--- config.mk ---
export PLATFORM = sky130hd
export DESIGN_NAME = lsu_controller
export DESIGN_NICKNAME = d
export VERILOG_FILES = /design/src/rtl/lsu_controller.sv
export SDC_FILE = /design/constraint.sdc
export NUM_CORES = 1
export LEC_CHECK = 0
export ABC_AREA = 1
export CAP_MARGIN = 10
export CORE_UTILIZATION = 47
export CTS_BUF_LIST = sky130_fd_sc_hd__clkbuf_16
export DETAILED_ROUTE_END_ITERATION = 8
export PLACE_DENSITY = 0.86
export SYNTH_ARGS = -nofsm -noshare
export SYNTH_HDL_FRONTEND = slang
export SYNTH_SLANG_ARGS = --single-unit
export TNS_END_PERCENT = 30
--- constraint.sdc ---
create_clock -name clk -period 2.1 [get_ports clk]
set_input_delay 0.315 -clock clk [delete_from_list [all_inputs] [get_ports clk]]
set_output_delay 0.315 -clock clk [all_outputs]
set_load 0.01 [all_outputs]
--- src/rtl/lsu_controller.sv ---
// Load/store unit controller: checks alignment, issues one word-aligned memory access per
// request, and returns the sign- or zero-extended load result through a registered output.
module lsu_controller (
   input  logic        clk,
   input  logic        rst,
   input  logic        lsu_req,
   input  logic        lsu_we,
   input  logic [2:0]  lsu_size,
   input  logic [31:0] lsu_addr,
   input  logic [31:0] lsu_wdata,
   output logic [31:0] lsu_rdata,
   output logic        lsu_stall,
   output logic        lsu_fault,
   output logic        mem_req,
   output logic        mem_we,
   output logic [3:0]  mem_be,
   output logic [31:0] mem_addr,
   output logic [31:0] mem_wdata,
   input  logic [31:0] mem_rdata,
   input  logic        mem_ready
);

   localparam logic [2:0] SizeByte  = 3'd0;
   localparam logic [2:0] SizeHalf  = 3'd1;
   localparam logic [2:0] SizeWord  = 3'd2;
   localparam logic [2:0] SizeUByte = 3'd4;
   localparam logic [2:0] SizeUHalf = 3'd5;

   typedef enum logic [1:0] {
      StIdle = 2'b00,
      StBusy = 2'b01,
      StDone = 2'b10
   } state_e;

   state_e      state_q, state_d;
   logic [31:0] addr_q, addr_d;
   logic [31:0] wdata_q, wdata_d;
   logic [31:0] rdata_q, rdata_d;
   logic [2:0]  size_q, size_d;
   logic        we_q, we_d;

   logic        req_fault;
   logic [3:0]  be_lane;
   logic [31:0] wdata_lane;
   logic [7:0]  byte_lane;
   logic [15:0] half_lane;
   logic [31:0] load_data;

   always_comb begin
      req_fault = 1'b0;
      case (lsu_size)
         SizeByte, SizeUByte: req_fault = 1'b0;
         SizeHalf, SizeUHalf: req_fault = lsu_addr[0];
         SizeWord:            req_fault = |lsu_addr[1:0];
         default:             req_fault = 1'b1;
      endcase
   end

   // Byte enables and replicated store data come only from the latched request.
   always_comb begin
      be_lane    = 4'b0000;
      wdata_lane = wdata_q;
      case (size_q)
         SizeByte, SizeUByte: begin
            be_lane    = 4'b0001 << addr_q[1:0];
            wdata_lane = {4{wdata_q[7:0]}};
         end
         SizeHalf, SizeUHalf: begin
            be_lane    = addr_q[1] ? 4'b1100 : 4'b0011;
            wdata_lane = {2{wdata_q[15:0]}};
         end
         SizeWord: begin
            be_lane    = 4'b1111;
            wdata_lane = wdata_q;
         end
         default: ;
      endcase
   end

   always_comb begin
      byte_lane = mem_rdata[{addr_q[1:0], 3'b000} +: 8];
      half_lane = mem_rdata[{addr_q[1], 4'b0000} +: 16];
      case (size_q)
         SizeByte:  load_data = {{24{byte_lane[7]}}, byte_lane};
         SizeUByte: load_data = {24'h000000, byte_lane};
         SizeHalf:  load_data = {{16{half_lane[15]}}, half_lane};
         SizeUHalf: load_data = {16'h0000, half_lane};
         default:   load_data = mem_rdata;
      endcase
   end

   always_comb begin
      state_d   = state_q;
      addr_d    = addr_q;
      wdata_d   = wdata_q;
      size_d    = size_q;
      we_d      = we_q;
      rdata_d   = rdata_q;
      lsu_stall = 1'b0;
      lsu_fault = 1'b0;
      mem_req   = 1'b0;
      mem_we    = 1'b0;
      mem_be    = 4'b0000;
      mem_addr  = 32'h0;
      mem_wdata = 32'h0;
      case (state_q)
         StIdle: begin
            if (lsu_req) begin
               if (req_fault) begin
                  lsu_fault = 1'b1;
               end else begin
                  lsu_stall = 1'b1;
                  addr_d    = lsu_addr;
                  wdata_d   = lsu_wdata;
                  size_d    = lsu_size;
                  we_d      = lsu_we;
                  state_d   = StBusy;
               end
            end
         end
         StBusy: begin
            mem_req   = 1'b1;
            lsu_stall = 1'b1;
            mem_addr  = {addr_q[31:2], 2'b00};
            mem_we    = we_q;
            mem_be    = be_lane;
            mem_wdata = wdata_lane;
            if (mem_ready) begin
               state_d = StDone;
               if (!we_q) begin
                  rdata_d = load_data;
               end
            end
         end
         // lsu_req here still belongs to the retiring instruction.
         StDone:  state_d = StIdle;
         default: state_d = StIdle;
      endcase
   end

   always_ff @(posedge clk) begin
      if (rst) begin
         state_q <= StIdle;
         addr_q  <= 32'h0;
         wdata_q <= 32'h0;
         size_q  <= 3'd0;
         we_q    <= 1'b0;
         rdata_q <= 32'h0;
      end else begin
         state_q <= state_d;
         addr_q  <= addr_d;
         wdata_q <= wdata_d;
         size_q  <= size_d;
         we_q    <= we_d;
         rdata_q <= rdata_d;
      end
   end

   assign lsu_rdata = rdata_q;

endmodule
* Yosys cells after proc, flatten, opt, wreduce, memory -nomap -nowiden
Index checks and enable logic that the tools add are counted.
** Storage, ports and cells
- Bits in registers :: 102
- Bits in latches :: 0
- Memory bits (writable) :: 0
- ROM bits :: 0
- Bits of input ports :: 104
- Output and inout bits :: 104
- Word-level logic and storage cells :: 54
- Memories :: 0
** Operators by class
- Add/subtract/negate cells :: 0
- $mul :: 0
- Div/mod/pow operators :: 0
- Order comparisons :: 0
- Eq/ne operators :: 12
- Shift-type cells :: 3
- Multiplexer cells :: 20
- Bitwise logic cells :: 2
- Reduce and logical (&&, ||, !) cells :: 11
** Operators by type and width (number)
- 32-bit case mux with 4 select lines :: 1
- 32-bit 2-to-1 mux :: 2
- 32-bit case mux with 2 select lines :: 1
- 32-bit by 6-bit indexed part select with 16-bit output :: 1
- 32-bit by 6-bit indexed part select with 8-bit output :: 1
- 3-bit == test, second input constant :: 4
- 4-bit case mux with 3 select lines :: 1
- 2-bit OR reduction :: 5
- 3-bit AND reduction :: 3
- 4-bit 2-to-1 mux :: 2
- 1-bit 2-to-1 mux :: 7
- 3-bit by 1-bit == test with 1-bit output, second input constant :: 2
- 3-bit by 2-bit == test with 1-bit output, second input constant :: 2
- 3-bit logical NOT :: 2
- 2-bit 2-to-1 mux :: 3
- 2-bit != test, second input constant :: 3
- 2-bit case mux with 2 select lines :: 1
- 1-bit by 2-bit left shift with 4-bit output, first input constant :: 1
- 1-bit case mux with 3 select lines :: 1
- 2-bit by 1-bit == test with 1-bit output, second input constant :: 1
- 2-bit logical NOT :: 1
- 1-bit inverter :: 2
- 1-bit case mux with 2 select lines :: 1

* Depth between registers and ports, before layout
Gate-level depths: netlist (run 1).
- Depth in word-level cells :: 6
- Gate-level depth with buffers :: 10
- Gate-level depth less buffers :: 9

* Worst setup path after synthesis (run 1)
Ideal clock, no wire load.
- Path kind :: register -> output
- Start point :: register state_q[0]
- End point :: output mem_wdata[18]
- Arrival :: 1142 ps
- Data required time :: 1785 ps
- Path slack :: 643 ps
- Stages on the path, launching flop included :: 7
- Buffers on the path :: 2
- Cell sequence :: dfxtp_1 inv_1 nor2_2 buf_2 buf_2 o21ai_0 a21oi_1
** On the way
- Longest elaborated chain between the ends :: 2
** RTL lines
- start: declaration :: line 35 : state_e state_q, state_d;
- start signal: assignment :: line 143 : state_q <= StIdle;
- start signal: assignment :: line 150 : state_q <= state_d;
- 2-bit by 1-bit == test with 1-bit output :: line 106 : case (state_q)
- 32-bit 2-to-1 mux :: line 106
- end: declaration :: line 18 : output logic [31:0] mem_wdata,
No other way between the ends.

* Final worst setup path (run 1)
- Start point :: register state_q[0]
- End point :: output mem_addr[24]
** On the way
- Longest elaborated chain between the ends :: 2
** RTL lines
- 2-bit by 1-bit == test with 1-bit output :: line 106
- 32-bit 2-to-1 mux :: line 106
- end: declaration :: line 17 : output logic [31:0] mem_addr,
No other way between the ends.

==> results.txt, run 1 <==
----------------------------------------------------
[Power and ir drop]
  Leakage power ... roughly 3.4 nW
  Power density cells ... 600.6 nW/um2
  Internal power contribution ... 3.261 mW
  Gate power share ... 19.3%
  Net Switching ... approximately 1.3 mW
  Relative contribution of the clock network to total power ... a little over a third
  Sw Share ... between 20% and 30%
  Sequential fraction of design power ... 45.6%
  Maximum VDD drop ... 0.3768 mV

[Logic synthesis]
  Most frequently used cell type in the post-synthesis netlist ... nand2_1
  Share of synthesized flip-flops with an asynchronous set or reset ... 0%
  Leading register cell type out of synthesis ... dfxtp_1
  Post-synth EDFFs ... 0
  Warnings, synthesis ... 0
  Avg Cell Area, Syn ... 6.396 um2
  Post-synthesis sequential area ratio ... about two fifths
  Largest cells by area after synthesis ... dfxtp_1 (40%), nand2_1 (12%), a21oi_1 (9.7%), nor2_1 (9.3%), nand3_1 (9.0%)
  Commonest cells in the netlist ... nand2_1 (164), nor2_1 (127), dfxtp_1 (102)
  Synthesized flop and latch total ... 102
  Synthesized cell area ... a little over 5000 um2
  Largest area contributor in the netlist ... dfxtp_1
  Count of unique library cells instantiated by Yosys ... 28
  Fraction of synthesized cell area taken by the top area cell type ... ~40%
  Synthesized instance count ... around 800

[Critical path]
  Slowest Stage Delay on Critical Path ... approximately 540 ps
  Critical path endpoint category ... output pin
  Cell depth of the worst flop-to-flop path ... 12
  Worst flop-to-flop path endpoint ... lsu_rdata[3]$_SDFFE_PP0P_
  Data arrival time of the worst path ... roughly 1800 ps
  Critical path fanouts, max ... 15
  R2R Path Start ... state_q[0]$_SDFFE_PP0P_
  Setup slack of the worst register-to-register path ... about 470 ps
  Master of the slowest instance on the critical path ... clkdlybuf4s50_1
  Worst path required time ... roughly 1800 ps
  Nature of the critical path startpoint ... register
  Chain of cells forming the critical path ... inv_1 > nor2_4 > inv_4 > buf_4 > nor2_1 > clkdlybuf4s50_1
  Type of the setup path with the least slack ... reg -> out

[CTS]
  Skew-Pair Late Insertion Delay ... approximately 340 ps
  CTS clk-pin slew, worst paths ... 70 ps
  CTS root buffer ... clkbuf_16
  Total number of H-tree levels ... 3
  TritonCTS Sinks ... approximately 100
  Clock buffer count from CTS ... 9
  Clock tree buffer depth ... 2
  CTS tree ... done

[Timing]
  Hold violation count in the final report ... 0
  Tightest slew margin relative to the limit ... 59.28%
  Setup Total Neg Slack ... -79.35 ps
  Setup repair after global routing missed its margin ... true
  Final worst setup slack ... -29.61 ps
  Post-layout min period ... between 2000 and 2500 ps
  Final cycle utilization of the critical path ... 101.4%
  Final Skew ... around 5.7 ps
  Fmax achieved ... approximately 470 MHz
  Pins over their slew limit ... 0
  Worst slack on hold paths ... 442.6 ps
  Final count of negative-setup-slack endpoints ... 5
  Slew of the pin with the lowest slew margin ... ~610 ps

[Global routing]
  Global-route usage over all layers ... ~29%
  Vias in the first global route ... approximately 5400
  Wire length of the first global-routing pass ... around 26000 um
  Overflow after GRT ... 0
  Largest net degree at the start of global routing ... between 60 and 70
  Antenna violations before repair ... 1

[Detailed routing]
  Drt pass-1 iters ... 5
  First DRT Iteration DRCs ... between 300 and 400
  Final routed wire length divided by cell count ... 14.55 um
  Total via count in the routed design ... around 5800
  Average vias per placed instance ... roughly 5.1
  Post-route DRC violation count ... 0
  Count of nets left with antenna violations after detail routing ... 0
  Total detailed-routing wirelength ... 16440 um

[Finish]
  Post-layout net count ... roughly 1100
  Util after Layout ... 73.05%
  Area growth from synthesis to final layout ... 49.08%
  Fraction of layout cells with a size suffix above 1 ... about 6.6%
  Layout Cells excl Fill ... 1130
  Design Area, Final ... about 7600 um2

[Floorplanning]
  Horizontal extent of the die ... roughly 110 um
  DIE AREA ... 11280 um2
  Core ar. ... approximately 10000 um2
  I/O pin total ... 208
  Die Span Y ... 106.2 um
  Placement row count ... 37
  Starting Density ... 49.00%

[Worst hold path]
  Hold path cells ... 4
  HP Class ... in -> reg
  Destination of the worst hold path ... lsu_rdata[9]$_SDFFE_PP0P_
  Worst Min Path Start ... rst

[Flow run]
  Max cap viols ... 0

[Placed design]
  Post-placement cell area ... a little over 7000 um2
  DPL Wire Length ... ~12000 um
  Count of placed standard cells including taps ... approximately 1100
  Count of port buffers added during placement ... 205
  Final Wtd Congestion ... 0.8825

[Run status]
  Result of the run ... finished, violations left
  Violated checks ... setup timing

----------------------------------------------------
-- timing repair --
item	4_1_cts	5_1_grt
endpoints found under the setup margin	61	15
cloned	1	0
hold buffers	0	0
buffers inserted	1	2
resized for setup	59	14
-- metal layers --
layer | GRT usage (%) | vias to the layer above | share of wire [%]
li1 | - | 2904 | -
met1 | 36.66 | 2618 | 42
met2 | 48.65 | 247 | 48
met3 | 6.806 | 32 | 7.7
met4 | 10.71 | 0 | 2.3
met5 | 0 | - | 0
-- flip-flops by register name, indices dropped and copies added (netlist names) --
signal	flops
addr_q	32
lsu_rdata	32
wdata_q	32
size_q	3
state_q	2
we_q	1
-- layout make-up --
cell class                      count  area (um2)
Sequential cell                   102        2048
Inverter                           89       341.6
Timing Repair Buffer              234        2303
Tap cell                          136       170.2
Clock buffer                        9       225.2
Clock inverter                      7       56.30
Antenna cell                        1       2.502
Fill cell                         907        2808
Multi-Input combinational cell    552        2461
-- layout by cell type (no fill, tap or decap), types with 3 or more instances in the layout --
cell	count
clkbuf_16	9
buf_12	4
o21ai_0	29
nor2_4	3
nand2_1	164
clkdlybuf4s50_1	148
dfxtp_1	99
nor3_1	3
inv_1	84
nand3_1	92
buf_6	3
dlygate4sd2_1	46
inv_4	3
o22ai_1	8
dlymetal6s2s_1	10
a21oi_1	99
o21ai_1	12
buf_4	22
nor2_1	126
nand2_2	3
-- power by group through the flow --
stage / combinational (mW) / clock (mW) / sequential (mW)
CTS: 0.876 / 1.63 / 2.08
floorplan: 0.446 / 0 / 2.12
detailed placement: 0.872 / 0 / 2.13
finish: 0.884 / 1.60 / 2.08
global placement: 0.861 / 0 / 2.12
global route: 0.967 / 1.70 / 2.09
-- worst max path at each step --
stage	cells past startpoint	from	slack (ps)	endpoint
finish	6	state_q[0]$_SDFFE_PP0P_	-30	mem_addr[24]
global route	6	state_q[0]$_SDFFE_PP0P_	-90	mem_addr[3]
CTS	6	state_q[0]$_SDFFE_PP0P_	-90	mem_wdata[26]
detailed placement	5	lsu_addr[0]	-40	lsu_fault
global placement	5	lsu_addr[0]	-30	lsu_fault
floorplan	6	state_q[0]$_SDFFE_PP0P_	640	mem_wdata[18]
-- logic make-up (layout without fill, tap and decap cells) --
kind of cell	after synthesis	count (layout)	synth area share [%]
buffers and inverters	145	339	12.21
and+or+nand+nor	398	398	32.46
DFF	102	102	40.01
other	1	3	0.07348
AOI/OAI and AO/OA	152	152	15.25
-- per-stage QoR --
stage / power, mW / worst slack (ps)
global placement: 2.984 / -32.43
global route: 4.760 / -92.07
detailed placement: 2.998 / -41.77
CTS: 4.589 / -94.02
finish: 4.569 / -29.61
floorplan: 2.566 / 642.8
-- worst max-delay path: cells and delay by family (launching register included) --
kind / cells / cell delay (ps)
flip-flops: 1 / 330
AND/OR/NAND/NOR: 2 / 220
buffers and inverters: 4 / 920
(Power assumes the default switching activity.)
==> run 2, diff against run 1 <==
Settings changed: HOLD_SLACK_MARGIN set to 0.1.
==> results of run 2 <==
Same layout as run 1: the final DEF is identical, and so are final timing and power.
